--- src/rtl/instr_decode_if.sv ---
// rtl/instr_decode_if.sv - decode-stage bus: instruction in, regfile read port, decoded fields out (illegal flag under INSTR_DECODE_ILLEGAL_EN)
interface instr_decode_if;
    logic [31:0] instr;
    logic [31:0] rdata1;
    logic [31:0] rdata2;
    logic [4:0]  raddr1;
    logic [4:0]  raddr2;
    logic        is_store;
    logic        is_load;
    logic        is_branch;
    logic        is_jump;
    logic        is_reg;
    logic        is_alu;
    logic [31:0] operand_a;
    logic [31:0] operand_b;
    logic [31:0] branch_dest;
    logic [4:0]  dest;
    logic [2:0]  func3;
    logic        func7;
`ifdef INSTR_DECODE_ILLEGAL_EN
    logic        illegal;
`endif

    // Decoder side
    modport master (
        input  instr, rdata1, rdata2,
        output raddr1, raddr2,
        output is_store, is_load, is_branch, is_jump, is_reg, is_alu,
        output operand_a, operand_b, branch_dest, dest, func3, func7
`ifdef INSTR_DECODE_ILLEGAL_EN
        , output illegal
`endif
    );

    // Fetch / register file / execute side
    modport slave (
        output instr, rdata1, rdata2,
        input  raddr1, raddr2,
        input  is_store, is_load, is_branch, is_jump, is_reg, is_alu,
        input  operand_a, operand_b, branch_dest, dest, func3, func7
`ifdef INSTR_DECODE_ILLEGAL_EN
        , input illegal
`endif
    );
endinterface

--- src/rtl/instr_decode.sv ---
// rtl/instr_decode.sv - RV32I decode stage, 1-cycle registered outputs; INSTR_DECODE_ILLEGAL_EN adds registered illegal flag
module instr_decode (
    input  logic           clk_i,
    input  logic           reset_ni,
    instr_decode_if.master bus
);
    localparam logic [6:0] OPC_LOAD   = 7'b0000011;
    localparam logic [6:0] OPC_STORE  = 7'b0100011;
    localparam logic [6:0] OPC_BRANCH = 7'b1100011;
    localparam logic [6:0] OPC_JAL    = 7'b1101111;
    localparam logic [6:0] OPC_JALR   = 7'b1100111;
    localparam logic [6:0] OPC_OP     = 7'b0110011;
    localparam logic [6:0] OPC_OPIMM  = 7'b0010011;
    localparam logic [6:0] OPC_LUI    = 7'b0110111;

    typedef struct packed {
        logic        is_store;
        logic        is_load;
        logic        is_branch;
        logic        is_jump;
        logic        is_reg;
        logic        is_alu;
        logic [31:0] operand_a;
        logic [31:0] operand_b;
        logic [31:0] branch_dest;
        logic [4:0]  dest;
        logic [2:0]  func3;
        logic        func7;
`ifdef INSTR_DECODE_ILLEGAL_EN
        logic        illegal;
`endif
    } dec_t;

    dec_t dec_d;
    dec_t dec_q;

    logic [6:0]  opcode;
    logic [4:0]  rd;
    logic [2:0]  f3;
    logic [31:0] imm_i;
    logic [31:0] imm_s;
    logic [31:0] imm_b;
    logic [31:0] imm_j;
    logic [31:0] imm_u;

    assign opcode = bus.instr[6:0];
    assign rd     = bus.instr[11:7];
    assign f3     = bus.instr[14:12];
    assign imm_i  = {{20{bus.instr[31]}}, bus.instr[31:20]};
    assign imm_s  = {{20{bus.instr[31]}}, bus.instr[31:25], bus.instr[11:7]};
    assign imm_b  = {{19{bus.instr[31]}}, bus.instr[31], bus.instr[7],
                     bus.instr[30:25], bus.instr[11:8], 1'b0};
    assign imm_j  = {{11{bus.instr[31]}}, bus.instr[31], bus.instr[19:12],
                     bus.instr[20], bus.instr[30:21], 1'b0};
    assign imm_u  = {bus.instr[31:12], 12'b0};

    // Register-file read addresses go straight out so rdata arrives in the same cycle; parked at x0 in reset
    always_comb begin
        bus.raddr1 = 5'd0;
        bus.raddr2 = 5'd0;
        if (reset_ni) begin
            bus.raddr1 = bus.instr[19:15];
            bus.raddr2 = bus.instr[24:20];
        end
    end

    // Opcode decode; anything unrecognised (including a bad [1:0] quadrant) stays all-zero as a bubble
    always_comb begin
        dec_d = '0;
        case (opcode)
            OPC_JAL: begin
                dec_d.is_jump   = 1'b1;
                dec_d.operand_a = imm_j;
                dec_d.dest      = rd;
            end
            OPC_JALR: begin
                dec_d.is_jump   = 1'b1;
                dec_d.is_reg    = 1'b1;
                dec_d.operand_a = bus.rdata1;
                dec_d.operand_b = imm_i;
                dec_d.dest      = rd;
                dec_d.func3     = f3;
            end
            OPC_BRANCH: begin
                dec_d.is_branch   = 1'b1;
                dec_d.operand_a   = bus.rdata1;
                dec_d.operand_b   = bus.rdata2;
                dec_d.branch_dest = imm_b;
                dec_d.func3       = f3;
            end
            OPC_LOAD: begin
                dec_d.is_load   = 1'b1;
                dec_d.operand_a = bus.rdata1;
                dec_d.operand_b = imm_i;
                dec_d.dest      = rd;
                dec_d.func3     = f3;
            end
            OPC_STORE: begin
                dec_d.is_store    = 1'b1;
                dec_d.operand_a   = bus.rdata1;
                dec_d.operand_b   = bus.rdata2;
                dec_d.branch_dest = imm_s;
                dec_d.func3       = f3;
            end
            OPC_OPIMM: begin
                dec_d.is_alu    = 1'b1;
                dec_d.operand_a = bus.rdata1;
                // Shifts (func3 001/101) carry a 5-bit shamt, not a signed immediate
                dec_d.operand_b = (f3[1:0] == 2'b01) ? {27'd0, bus.instr[24:20]} : imm_i;
                dec_d.dest      = rd;
                dec_d.func3     = f3;
                dec_d.func7     = (f3 == 3'b101) ? bus.instr[30] : 1'b0;
            end
            OPC_OP: begin
                dec_d.is_alu    = 1'b1;
                dec_d.is_reg    = 1'b1;
                dec_d.operand_a = bus.rdata1;
                dec_d.operand_b = bus.rdata2;
                dec_d.dest      = rd;
                dec_d.func3     = f3;
                dec_d.func7     = bus.instr[30];
            end
            OPC_LUI: begin
                // Executed as 0 + imm so the ALU just adds
                dec_d.is_alu    = 1'b1;
                dec_d.operand_b = imm_u;
                dec_d.dest      = rd;
            end
            default: begin
`ifdef INSTR_DECODE_ILLEGAL_EN
                dec_d.illegal = 1'b1;
`endif
            end
        endcase
    end

    // Pipeline register towards execute
    always_ff @(posedge clk_i or negedge reset_ni) begin
        if (!reset_ni) begin
            dec_q <= '0;
        end else begin
            dec_q <= dec_d;
        end
    end

    assign bus.is_store    = dec_q.is_store;
    assign bus.is_load     = dec_q.is_load;
    assign bus.is_branch   = dec_q.is_branch;
    assign bus.is_jump     = dec_q.is_jump;
    assign bus.is_reg      = dec_q.is_reg;
    assign bus.is_alu      = dec_q.is_alu;
    assign bus.operand_a   = dec_q.operand_a;
    assign bus.operand_b   = dec_q.operand_b;
    assign bus.branch_dest = dec_q.branch_dest;
    assign bus.dest        = dec_q.dest;
    assign bus.func3       = dec_q.func3;
    assign bus.func7       = dec_q.func7;
`ifdef INSTR_DECODE_ILLEGAL_EN
    assign bus.illegal     = dec_q.illegal;
`endif
endmodule

--- src/flat_wrapper.sv ---
// flat-port wrapper written by rule: the top's interface ports become plain ports
module instr_decode_flat 
  (clk_i, reset_ni, bus_instr, bus_rdata1, bus_rdata2, bus_raddr1, bus_raddr2, bus_is_store, bus_is_load, bus_is_branch, bus_is_jump, bus_is_reg, bus_is_alu, bus_operand_a, bus_operand_b, bus_branch_dest, bus_dest, bus_func3, bus_func7);
  instr_decode_if bus_i ();
  input  logic clk_i;
  input  logic reset_ni;
  input wire logic [$bits(bus_i.instr)-1:0] bus_instr;
  input wire logic [$bits(bus_i.rdata1)-1:0] bus_rdata1;
  input wire logic [$bits(bus_i.rdata2)-1:0] bus_rdata2;
  output wire logic [$bits(bus_i.raddr1)-1:0] bus_raddr1;
  output wire logic [$bits(bus_i.raddr2)-1:0] bus_raddr2;
  output wire logic [$bits(bus_i.is_store)-1:0] bus_is_store;
  output wire logic [$bits(bus_i.is_load)-1:0] bus_is_load;
  output wire logic [$bits(bus_i.is_branch)-1:0] bus_is_branch;
  output wire logic [$bits(bus_i.is_jump)-1:0] bus_is_jump;
  output wire logic [$bits(bus_i.is_reg)-1:0] bus_is_reg;
  output wire logic [$bits(bus_i.is_alu)-1:0] bus_is_alu;
  output wire logic [$bits(bus_i.operand_a)-1:0] bus_operand_a;
  output wire logic [$bits(bus_i.operand_b)-1:0] bus_operand_b;
  output wire logic [$bits(bus_i.branch_dest)-1:0] bus_branch_dest;
  output wire logic [$bits(bus_i.dest)-1:0] bus_dest;
  output wire logic [$bits(bus_i.func3)-1:0] bus_func3;
  output wire logic [$bits(bus_i.func7)-1:0] bus_func7;
  assign bus_i.instr = bus_instr;
  assign bus_i.rdata1 = bus_rdata1;
  assign bus_i.rdata2 = bus_rdata2;
  assign bus_raddr1 = bus_i.raddr1;
  assign bus_raddr2 = bus_i.raddr2;
  assign bus_is_store = bus_i.is_store;
  assign bus_is_load = bus_i.is_load;
  assign bus_is_branch = bus_i.is_branch;
  assign bus_is_jump = bus_i.is_jump;
  assign bus_is_reg = bus_i.is_reg;
  assign bus_is_alu = bus_i.is_alu;
  assign bus_operand_a = bus_i.operand_a;
  assign bus_operand_b = bus_i.operand_b;
  assign bus_branch_dest = bus_i.branch_dest;
  assign bus_dest = bus_i.dest;
  assign bus_func3 = bus_i.func3;
  assign bus_func7 = bus_i.func7;
  instr_decode u_core (.clk_i(clk_i), .reset_ni(reset_ni), .bus(bus_i));
endmodule
--- config.mk ---
export PLATFORM = sky130hd
export DESIGN_NAME = instr_decode_flat
export DESIGN_NICKNAME = d
export VERILOG_FILES = /design/src/rtl/instr_decode_if.sv /design/src/rtl/instr_decode.sv /design/src/flat_wrapper.sv
export SDC_FILE = /design/constraint.sdc
export NUM_CORES = 1
export LEC_CHECK = 0
export CORE_ASPECT_RATIO = 0.7
export CORE_UTILIZATION = 37
export CTS_CLUSTER_DIAMETER = 80
export CTS_CLUSTER_SIZE = 40
export DETAILED_ROUTE_END_ITERATION = 7
export PLACE_DENSITY_LB_ADDON = 0.1
export SLEW_MARGIN = 20
export SYNTH_ARGS = -nofsm -noshare
export SYNTH_HDL_FRONTEND = slang
export SYNTH_SLANG_ARGS = --single-unit
--- constraint.sdc ---
create_clock -name clk_i -period 1.1 [get_ports clk_i]
set_input_delay 0.11 -clock clk_i [delete_from_list [all_inputs] [get_ports clk_i]]
set_output_delay 0.11 -clock clk_i [all_outputs]
set_load 0.05 [all_outputs]
==> flow_summary.yaml <==
grt:
  antenna_found_initial: 0
  grt_pass1_wl_um: 22200
  overflow: 0
  track_usage_pct: 30.0
  first_global_vias: 3639
  grt_max_degree: 43
setup_path:
  crit_path_start: "u_core.bus.branch_dest[30]$_DFF_PN0_"
  cp-end-kind: "output port"
  cp_data_arrival_time_ps: 1130
  critPathLaunchType: "register"
  path_class: "register to output port"
  required_ps: 990
  cp_max_fo: 10
sta:
  setup_tns_ps: -3440
  rsz0062_at_grt: "yes"
  hold_viol: 0
  slew_violations: 0
  fin_crit_sh_pct: 112
  setup_viol_count_final: 40
  setup_ws_ps: -136
  tightestPinTransition_ps: 650
  fmax_mhz: 809
  timing.slew.headroom_pct: 56.7
  fin_crit_ps: 1240
power:
  sw_frac_of_total_pct: 25.8
  clkPwrFrac_pct: 37.0
  internal-power_mw: 5.82
  peakVddDrop_v: 0.000937
  seqPwrFrac_pct: 44.3
  finalPower_mw: 7.85
  power.switching_mw: 2.02
  p_leak_nw: 3.70
  power_density_mw_per_mm2: 987
  pwr-share-comb_pct: 18.7
final_layout:
  register_area_mm2: 0.00230
  layout_common_cells: "buf_12 (131), dfrtp_1 (91), clkdlybuf4s50_1 (85)"
  final_common_cell: "buf_12"
  final_util_pct: 85.6
  num-fill-cells: 420
  multi_input_area_mm2: 0.00114
  area_growth_pct: 120
  n_antenna_cell: 0
  final_area_mm2: 0.00795
  drive_above_1_share_pct: 42.6
  fin_nets: 617
floorplanning:
  row_count: 29
  start_util_pct: 38.9
  dieArea_mm2: 0.0102
  core-area_mm2: 0.00929
  ioPinCount: 219
  die_h_um: 84.7
  die_x_um: 120
synth:
  synth_ff_type: "dfrtp_1"
  yosys-top-cells-area: "dfrtp_1 (64%), a22o_1 (7.3%), and2_1 (5.4%)"
  ys_async_sr_fraction_pct: 100
  postSynthCellCount: 272
  syn_nets: 370
  yosys.area.top_type: "dfrtp_1"
  synth_cell_types: 34
  synth_warnings: 0
  synth_area_per_cell_um2: 13.3
  ys_ff_latch: 92
  yosysSeqAreaShare_pct: 63.7
  synth_top_area_share_pct: 63.7
  syn_area_mm2: 0.00362
  synth-edff-count: 0
clock_network:
  cts_tree: "built"
  clk_path_buf_depth: 2
  clock-sinks: 92
  cts_made_buffers: 9
  clk_pin_slew_worst_paths_ps: 70
  root_buffer: "clkbuf_16"
  h-tree-depth: 3
min_path:
  min_path_type: "primary input to asynchronous set/reset pin"
routing:
  wl_per_cell_um: 22.9
  wl_met3_um: 1130
  wl_met2_um: 7900
  vias: 3398
  ant_nets: 0
  wl_met1_um: 5480
  drc_errors: 0
  detail_route.iter0.violations: 217
  routed_wirelength_um: 14800
  vias_per_cell: 5.24
  highest_layer: "met4"
  dr.pass1.iters: 4
flow_run:
  cap_violations: 0
place:
  globalplace.congestion: 0.896
  hpwl_um: 9820
  placed_area_mm2: 0.00725
  io_buffers: 218
run_status:
  status: "complete, but fails checks"
  violations: "setup timing"
[cells by family (layout without fill, tap and decap cells)]
| family | after synthesis | after routing | share of synthesized area (%) |
|---|---|---|---|
| and+or+nand+nor | 65 | 66 | 11.0 |
| DFF | 92 | 92 | 63.7 |
| AOI/OAI and AO/OA | 72 | 72 | 17.2 |
| muxes | 1 | 1 | 0.277 |
| buffers and inverters | 42 | 293 | 7.85 |
[synthesized netlist by cell type (all sizes together), types with 4 or more instances]
library cell / count
a21o: 13
nand2: 4
a221o: 19
nor4: 4
nor2: 8
buf: 36
nor3: 4
and3: 4
a22o: 30
dfrtp: 92
a21oi: 4
and2: 31
[layer usage]
metal | vias to the layer above | GRT usage (%)
met2 | 176 | 55.0
met5 | - | 0
met4 | 0 | 6.70
met1 | 1738 | 35.3
li1 | 1459 | -
met3 | 25 | 7.47
[power by group through the flow]
stage / registers, mW / clock network (mW) / logic (mW)
global placement: 3.54 / 0 / 1.30
detailed placement: 3.54 / 0 / 1.34
finish: 3.48 / 2.90 / 1.47
floorplan: 3.70 / 0 / 0.254
global route: 3.48 / 3.08 / 1.53
CTS: 3.48 / 2.92 / 1.44
[how the worst max path moves through the flow]
stage	end	slack, ps
final	bus_branch_dest[20]	-140
after global routing	bus_branch_dest[20]	-160
after floorplan	u_core.bus.operand_b[13]$_DFF_PN0_	-160
after detailed placement	u_core.bus.operand_a[1]$_DFF_PN0_	-1030
after global placement	u_core.bus.operand_b[8]$_DFF_PN0_	-880
after CTS	bus_branch_dest[20]	-140
[repair_timing]
action                     in CTS  in global routing
setup buffers                  10                  5
resized for setup              74                 13
setup endpoints to repair     114                 66
hold buffers                    2                  0
gates cloned                    6                  1
hold endpoints to repair       14                  0
pin swaps                       8                  7
[cell type report]
class | instances | area share [%]
Clock buffer | 11 | 3.05
Clock inverter | 5 | 0.441
Sequential cell | 92 | 29.0
Tap cell | 124 | 1.95
Multi-Input combinational cell | 139 | 14.3
Timing Repair Buffer | 274 | 51.2
Inverter | 3 | 0.142
[metrics by stage]
stage | setup slack, ps | instances | hold slack, ps
finish | -136 | 648 | 27.7
global route | -157 | 648 | 67.1
CTS | -139 | 647 | 21.7
detailed placement | -1030 | 613 | 18.2
global placement | -882 | 613 | 18.2
floorplan | -157 | 272 | -186
[worst max-delay path, cell delays in order, from the launching register on]
cell,delay [ps]
dfrtp_2,450
buf_16,180
buf_12,150
(Power assumes the default switching activity.)
